==> src/rtl/serial_addsub.sv <==
// Bit-serial N-bit adder/subtractor around a single 1-bit FA/FS slice.
// Operands are consumed LSB-first, one bit per clock, under a start/busy/done handshake.
module serial_addsub #(
  parameter int WIDTH = 8
) (
  input  logic             clk,
  input  logic             rst_n,
  input  logic             start,
  input  logic             dec,
  input  logic [WIDTH-1:0] a,
  input  logic [WIDTH-1:0] b,
  input  logic             bin,
  output logic             busy,
  output logic             done,
  output logic [WIDTH-1:0] result,
  output logic             bout,
  output logic             overflow
);

  localparam int CW = $clog2(WIDTH);
  localparam logic [CW-1:0] LAST = CW'(WIDTH - 1);

  typedef enum logic [1:0] {
    S_IDLE,
    S_RUN,
    S_DONE
  } state_t;

  state_t state_q, state_d;

  logic [CW-1:0]    cnt_q, cnt_d;
  logic [WIDTH-1:0] a_q, a_d;
  logic [WIDTH-1:0] b_q, b_d;
  logic [WIDTH-1:0] res_q, res_d;
  logic             dec_q, dec_d;
  logic             c_q, c_d;
  logic             bout_q, bout_d;
  logic             ovf_q, ovf_d;

  logic x;
  logic y;
  logic s;
  logic c_nx;
  logic last;

  // One FA/FS slice; dec selects borrow vs carry generation.
  always_comb begin
    x    = a_q[0];
    y    = b_q[0];
    s    = x ^ y ^ c_q;
    c_nx = dec_q ? ((~x & y) | (~(x ^ y) & c_q))
                 : ((x & y) | (c_q & (x ^ y)));
    last = (cnt_q == LAST);
  end

  always_comb begin
    state_d = state_q;
    cnt_d   = cnt_q;
    a_d     = a_q;
    b_d     = b_q;
    res_d   = res_q;
    dec_d   = dec_q;
    c_d     = c_q;
    bout_d  = bout_q;
    ovf_d   = ovf_q;
    unique case (state_q)
      S_IDLE: begin
        if (start) begin
          a_d     = a;
          b_d     = b;
          dec_d   = dec;
          c_d     = bin;
          cnt_d   = '0;
          state_d = S_RUN;
        end
      end
      S_RUN: begin
        a_d   = {1'b0, a_q[WIDTH-1:1]};
        b_d   = {1'b0, b_q[WIDTH-1:1]};
        res_d = {s, res_q[WIDTH-1:1]};
        c_d   = c_nx;
        if (last) begin
          // Signed overflow: carry into MSB differs from carry out.
          bout_d  = c_nx;
          ovf_d   = c_q ^ c_nx;
          state_d = S_DONE;
        end else begin
          cnt_d = cnt_q + 1'b1;
        end
      end
      S_DONE: begin
        state_d = S_IDLE;
      end
      default: begin
        state_d = S_IDLE;
      end
    endcase
  end

  always_ff @(posedge clk or negedge rst_n) begin
    if (!rst_n) begin
      state_q <= S_IDLE;
      cnt_q   <= '0;
      a_q     <= '0;
      b_q     <= '0;
      res_q   <= '0;
      dec_q   <= 1'b0;
      c_q     <= 1'b0;
      bout_q  <= 1'b0;
      ovf_q   <= 1'b0;
    end else begin
      state_q <= state_d;
      cnt_q   <= cnt_d;
      a_q     <= a_d;
      b_q     <= b_d;
      res_q   <= res_d;
      dec_q   <= dec_d;
      c_q     <= c_d;
      bout_q  <= bout_d;
      ovf_q   <= ovf_d;
    end
  end

  assign busy     = (state_q != S_IDLE);
  assign done     = (state_q == S_DONE);
  assign result   = res_q;
  assign bout     = bout_q;
  assign overflow = ovf_q;

endmodule

==> config.mk <==
export PLATFORM = sky130hd
export DESIGN_NAME = serial_addsub
export DESIGN_NICKNAME = d
export VERILOG_FILES = /design/src/rtl/serial_addsub.sv
export SDC_FILE = /design/constraint.sdc
export NUM_CORES = 1
export LEC_CHECK = 0
export CAP_MARGIN = 40
export CELL_PAD_IN_SITES_DETAIL_PLACEMENT = 0
export CELL_PAD_IN_SITES_GLOBAL_PLACEMENT = 2
export CORE_MARGIN = 1.5
export CORE_UTILIZATION = 35
export CTS_BUF_LIST = sky130_fd_sc_hd__clkbuf_8
export DETAILED_ROUTE_END_ITERATION = 7
export PLACE_DENSITY = 0.84
export SLEW_MARGIN = 20
export SYNTH_ARGS = -nofsm -noshare
export SYNTH_HDL_FRONTEND = slang
export SYNTH_SLANG_ARGS = --single-unit
==> constraint.sdc <==
create_clock -name clk -period 2.7 [get_ports clk]
set_input_delay 0.54 -clock clk [delete_from_list [all_inputs] [get_ports clk]]
set_output_delay 0.54 -clock clk [all_outputs]
set_load 0.01 [all_outputs]
* Yosys cells after proc, flatten, opt, wreduce, memory -nomap -nowiden
Cells that the tools add are included.
Storage, ports and cells: word-level logic and storage cells 48, register bits after elaboration 33, bits of input ports 21
Operators by class: bitwise operators 11, equal/unequal tests 6, muxes and demuxes 13, add/sub/neg operators 1, reductions and logical operators 8
Operators with widths (count):
- $pmux 8 s2 | 2
- $mux 8 | 2
- $reduce_and 2->1 | 4
- $mux 3 | 2
- $ne 2x2->1 const B | 3
- $pmux 3 s2 | 1
- $and 1x1->1 | 4
- $mux 2 | 2
- $pmux 2 s2 | 1
- $reduce_bool 2->1 | 2
- $add 3x1->3 const B | 1
- $eq 3x3->1 const B | 1
- $reduce_and 3->1 | 1
- $xor 1x1->1 | 3
- $eq 2x1->1 const B | 1
- $eq 2x2->1 const B | 1
- $logic_not 2->1 | 1
- $mux 1 | 2
- $not 1->1 | 2
- $or 1x1->1 | 2
- $pmux 1 s2 | 1

* Depth between registers and ports, before layout
Gate-level depths: netlist of run 1.
depth in word-level cells 6, mapped depth 5, depth with buffers taken out 5

* Worst setup path before layout of run 1
OpenSTA, ideal clock, no wires.
path kind reg-to-reg, start point reg a_q[0], end point reg c_q, stages on the path, launching flop included 5, data required time 2.606 ns, period minus slack after synthesis 1.502 ns, buffers on the path 0, data arrival time 1.408 ns, path slack 1.198 ns, cell sequence dfrtp_1 fa_1 and2_1 or2_1 a221oi_2
Between the ends: cells in the longest elaborated chain, start to end 6
RTL lines:
- from (decl) | line 32 | logic [WIDTH-1:0] a_q, a_d;
- from (signal assigned) | line 104 | a_q <= '0;
- from (signal assigned) | line 114 | a_q <= a_d;
- $xor 1x1->1 | line 51, 52
- $not 1->1 | line 51 | c_nx = dec_q ? ((~x & y) | (~(x ^ y) & c_q))
- $and 1x1->1 | line 51
- $or 1x1->1 | line 51
- $mux 1 (*) | line 51
- $pmux 1 s2 (*) | line 66 | unique case (state_q)
- to (signal assigned) | line 108 | c_q <= 1'b0;
- to (signal assigned) | line 118 | c_q <= c_d;
- to (decl) | line 36 | logic c_q, c_d;
Every way passes the cells marked *; elsewhere a longest branch is shown, timed or not. A chain may end at the register's enable or synchronous reset.

* Worst setup path after layout of run 1
start point reg state_q[1], end point out busy
Between the ends: cells in the longest elaborated chain, start to end 1
RTL lines:
- from (decl) | line 29 | state_t state_q, state_d;
- from (signal assigned) | line 112 | state_q <= state_d;
- $reduce_bool 2->1 | line 124 | assign busy = (state_q != S_IDLE);
- to (decl) | line 13 | output logic busy,
Every way passes these cells.

==> results of run 1 <==
-- critical path: cells and delay by family, from the launching register on --
family                 cells  cell delay, ns
flip-flops                 1            0.44
AND/OR/NAND/NOR            1            0.27
buffers and inverters      1            0.49
-- final timing paths --
| kind | startpoint | endpoint | depth (start not counted) |
|---|---|---|---|
| hold reg to reg | result[0] | result[0] | 2 |
| hold / removal | result[0] | result[0] | 2 |
| setup reg to reg | state_q[0] | bout | 4 |
| min in group asynchronous | rst_n | a_q[0] | 2 |
| setup / recovery | state_q[1] | busy | 2 |
| max in group asynchronous | rst_n | a_q[4] | 2 |
-- power by group through the flow --
| stage | Clock (mW) | Combinational (mW) | Sequential (mW) |
|---|---|---|---|
| 2_1_floorplan | 0 | 0.582 | 0.862 |
| 3_3_place_gp | 0 | 0.897 | 0.853 |
| 3_5_place_dp | 0 | 0.930 | 0.863 |
| 4_1_cts | 0.360 | 0.932 | 0.856 |
| 5_1_grt | 0.382 | 1.05 | 0.885 |
| 6_report | 0.344 | 0.916 | 0.853 |
-- per-layer routing --
| layer | wire, um | vias to the layer above | share of wire, % | global-route usage, % |
|---|---|---|---|---|
| met4 | 35 | 0 | 1.0 | 4.70 |
| met3 | 183 | 5 | 5.4 | 4.76 |
| met2 | 1610 | 38 | 47 | 23.8 |
| met5 | 0 | - | 0 | 0 |
| li1 | - | 612 | - | - |
| met1 | 1560 | 583 | 46 | 20.3 |
-- sequential cells by signal (all words and copies together) (netlist names) --
name	count
a_q	8
b_q	8
bout	1
c_q	1
cnt_q	3
dec_q	1
overflow	1
result	8
state_q	2
-- cell type report --
class,count,area (sq um)
flip-flops and latches,33,826
repair buffers,37,358
clock buffers,5,68.8
fillers,424,2320
inverters,4,15.0
well taps,52,65.1
clock inverters,3,11.3
multi-input cells,114,687
-- cells by family (layout without fill, tap and decap cells) --
logic type	Yosys count	count (layout)	synth area share, %
simple gates	67	67	22.1
compound gates	40	40	15.3
flops	33	33	52.5
buf+inv	13	49	3.89
fa+ha+maj	4	4	4.13
mux	3	3	2.07
-- through the flow --
step,power [mW],hold slack (ns),worst slack (ns),area (sq um)
detailed placement,1.79,0.463,0.548,1950
global route,2.31,0.498,0.647,2030
floorplan,1.44,0.244,1.20,1570
CTS,2.15,0.479,0.672,2030
finish,2.11,0.474,0.679,2030
global placement,1.75,0.461,0.587,1950
-- cells in the mapped netlist, drive strengths merged --
| master | instances | area, sq um |
|---|---|---|
| nor2 | 2 | 7.51 |
| nor3b | 1 | 12.5 |
| dfrtp | 33 | 826 |
| a22o | 2 | 17.5 |
| o21ai | 17 | 85.1 |
| ha | 2 | 25.0 |
| nor2b | 6 | 37.5 |
| or3 | 1 | 6.26 |
| inv | 4 | 15.0 |
| fa | 2 | 40.0 |
| nand2 | 40 | 150 |
| or2 | 2 | 12.5 |
| clkbuf | 2 | 8.75 |
| mux2 | 2 | 22.5 |
| and3b | 10 | 87.6 |
| a221oi | 1 | 15.0 |
| and2 | 2 | 12.5 |
| a22oi | 4 | 30.0 |
| nand2b | 1 | 6.26 |
| a31oi | 1 | 6.26 |
| o21bai | 2 | 22.5 |
| buf | 7 | 37.5 |
| and2b | 2 | 15.0 |
| mux2i | 1 | 10.0 |
| a21oi | 13 | 65.1 |
==> impl_metrics.ini, run 1 <==
[status]
status = complete, no violations

[pwr]
seqPwrFrac_pct = 40.4
powerDensity_mw_per_mm2 = 1040
cellLeakagePower_nw = 0.952
ir_drop_mv = 0.333
p_sw_mw = 0.777
swShare_pct = 36.8
clockPowerShare_pct = 16.3
combPwrFrac_pct = 43.4
p_int_mw = 1.34

[detailed_routing]
ant_nets = 0
post-route-drc-count = 0
routed_via_density = 4.99
dr.pass1.iters = 4
drt_iter0_drc = 41
wire_per_inst_um = 13.6
vias = 1238
wirelength_um = 3380

[timing]
finalClockSkew_ns = 0.000688
maxSlewViolCount = 0
fin_crit_sh_pct = 74.9
setup_viol = 0
finalHoldViolCount = 0
relSlewSlack_pct = 68.0
grt_setup_unrepaired = false
fmax_mhz = 495
fin_tns_setup_ns = 0
tightest_slew_ns = 0.478
period_needed_ns = 2.02

[clock_network]
cts_resized = 0
cts_hold_buffers = 0
clockRootBuffer = clkbuf_8
cts_tree = built
cts_htree_levels = 2
cts_setup_buffers = 0
cts.path.max_buffers = 2
clk_latency_ns = 0.28
cts_buffers = 5
clk_pin_slew_ns = 0.06
cts.sinks = 33

[setup_path]
path_cells = or2_1, clkdlybuf4s50_1
critPathKind = reg -> out
cp_max_fo = 5
crit_slowest_cell = clkdlybuf4s50_1
rrSetupSlack_ns = 1.02
critical-path-max-stage-delay_ns = 0.49
worst_ep_required_time_ns = 2.16
arrival_ns = 1.48
critPathLaunchType = flop
endpoint_kind = output port

[floorplan]
start_util_pct = 36.1
rows = 24
die_h_um = 70.1
core_area_sq_mm = 0.00435
fp.dieW_um = 70.1
ios = 33
die_area_sq_mm = 0.00491

[grt]
antenna_found_initial = 0
grt.overflow.total = 0
grt_pass1_vias = 1238
grt_pass1_wl_um = 5870
grt_max_degree = 34
track_usage_pct = 15.2

[yosys]
avgSynthCellArea_sq_um = 9.84
yosysWarnings = 0
ys_ff_latch = 33
syn_nets = 185
synthCells = 160
ys_seq_area_share_pct = 52.5
syn_area_sq_mm = 0.00157
ys_types = 28

[cells_and_area]
num_antenna_cells = 0
final_util_pct = 46.6
stdcell_count = 248
layout_commonest_cell = nand2_1
final_cell_mix = 40 x nand2_1, 33 x dfrtp_1, 32 x clkdlybuf4s50_1
syn_to_final_growth_pct = 29.0
fin_nets = 220
layout-drive-gt1-share_pct = 8.16

[place]
place_inst = 240
io_buffers = 32
place_congestion = 0.750
hpwlAfterDp_um = 2360

[run]
maxCapViolations = 0

[min_path]
holdCritPathClass = reg -> reg
Power figures use the tool's default switching activity.
==> run 2: changes to the inputs <==
--- a/config.mk
+++ b/config.mk
@@ -9,10 +9,10 @@
 export CELL_PAD_IN_SITES_DETAIL_PLACEMENT = 0
 export CELL_PAD_IN_SITES_GLOBAL_PLACEMENT = 2
 export CORE_MARGIN = 1.5
-export CORE_UTILIZATION = 35
+export CORE_UTILIZATION = 32
 export CTS_BUF_LIST = sky130_fd_sc_hd__clkbuf_8
 export DETAILED_ROUTE_END_ITERATION = 7
-export PLACE_DENSITY = 0.84
+export PLACE_DENSITY = 0.78
 export SLEW_MARGIN = 20
 export SYNTH_ARGS = -nofsm -noshare
 export SYNTH_HDL_FRONTEND = slang
==> constraint.sdc (replaced) <==
create_clock -name clk -period 2.1 [get_ports clk]
set_input_delay 0.42 -clock clk [delete_from_list [all_inputs] [get_ports clk]]
set_output_delay 0.42 -clock clk [all_outputs]
set_load 0.01 [all_outputs]
==> impl_metrics.ini, run 2 (synthesized netlist as in run 1, its figures left out) <==
[status]
status = complete, no violations

[cells_and_area]
stdcell_count = 264
num_antenna_cells = 0
layout-drive-gt1-share_pct = 9.64
final_cell_mix = 40 x nand2_1, 33 x dfrtp_1, 32 x clkdlybuf4s50_1
fin_nets = 222
syn_to_final_growth_pct = 31.6
layout_commonest_cell = nand2_1

[place]
io_buffers = 32
place_inst = 257
place_congestion = 0.722
hpwlAfterDp_um = 2400

[timing]
setup_viol = 0
maxSlewViolCount = 0
tightest_slew_ns = 0.439
finalClockSkew_ns = 0.00794
finalHoldViolCount = 0
period_needed_ns = 1.91
fin_crit_sh_pct = 91.2
fmax_mhz = 522
relSlewSlack_pct = 70.8
fin_tns_setup_ns = 0
grt_setup_unrepaired = false

[setup_path]
endpoint_kind = output port
critPathLaunchType = flop
reg2reg_from = a_q[0]
arrival_ns = 1.49
rr_endpoint = c_q
cp_max_fo = 7
r2r_cells = 4
worst_ep_required_time_ns = 1.68
rrSetupSlack_ns = 0.48
critPathKind = reg -> out

[detailed_routing]
ant_nets = 0
drt_iter0_drc = 70
dr.pass1.iters = 3
wirelength_um = 3370
post-route-drc-count = 0
wire_per_inst_um = 12.8
routed_via_density = 4.69
vias = 1238

[pwr]
powerDensity_mw_per_mm2 = 1330
ir_drop_mv = 0.418
power_mw = 2.76
cellLeakagePower_nw = 0.958

[grt]
grt.overflow.total = 0
grt_max_degree = 34
grt_pass1_vias = 1182
track_usage_pct = 14.0
antenna_found_initial = 0
grt_pass1_wl_um = 5640

[clock_network]
cts_setup_buffers = 0
clk_latency_ns = 0.28
cts_buffers = 5
cts.sinks = 33
clk_pin_slew_ns = 0.07
cts_hold_buffers = 0
cts_htree_levels = 2
cts.path.max_buffers = 2
cts_resized = 0
clockRootBuffer = clkbuf_8
cts_tree = built

[run]
maxCapViolations = 0

[floorplan]
start_util_pct = 33.3
ios = 33
rows = 25
fp.dieW_um = 73.1
die_area_sq_mm = 0.00535
core_area_sq_mm = 0.00472
die_h_um = 73.1

[min_path]
whs_path_depth = 2
holdCritPathClass = reg -> reg
hold_path.startpoint = result[0]
hold_end = result[0]
[run 2: cell count changes in the layout (fill, tap and decap cells not counted), sizes merged]
cell,previous run,this run
buf,5,7
inv,7,5
clkbuf,5,6
[run 2: power by group]
group          internal [mW]  switching, mW  total [mW]
Sequential             0.911          0.187        1.10
Clock                  0.255          0.211       0.466
Combinational          0.603          0.596        1.20
Total                   1.77          0.994        2.76
[run 2: cell type report]
type,instances,area [sq um]
Clock buffer,6,82.6
Fill cell,462,2650
Clock inverter,1,3.75
Timing Repair Buffer,39,373
Inverter,4,15.0
Multi-Input combinational cell,114,687
Sequential cell,33,826
Tap cell,67,83.8
[run 2: per-layer routing]
metal | track usage, % | wire length, um | up-vias
met3 | 4.28 | 153 | 4
li1 | - | - | 607
met4 | 4.40 | 28 | 0
met5 | 0 | 0 | -
met2 | 22.5 | 1560 | 32
met1 | 18.1 | 1630 | 595
[run 2: critical path, cell delays in order (launching register included)]
cell and delay (ns):
dfrtp_1 0.45, or2_1 0.27, clkdlybuf4s50_1 0.49
[run 2: worst max path at each step]
stage	depth (start not counted)	to	slack [ns]	start
after global routing	2	busy	0.11	state_q[0]
after CTS	2	busy	0.17	state_q[0]
after detailed placement	4	dec_q	0.25	start
after floorplan	4	c_q	0.60	a_q[0]
final	2	busy	0.19	state_q[0]
after global placement	4	dec_q	0.29	start
[run 2: stage by stage]
stage          hold WS (ns)  worst slack, ns  util [%]  cell area, sq um
2_1_floorplan         0.124            0.598         -              1570
3_3_place_gp          0.461            0.293      42.0              1980
3_5_place_dp          0.468            0.246      42.0              1980
4_1_cts               0.483            0.171      43.8              2070
5_1_grt               0.510            0.115      43.8              2070
6_report              0.476            0.185      43.8              2070
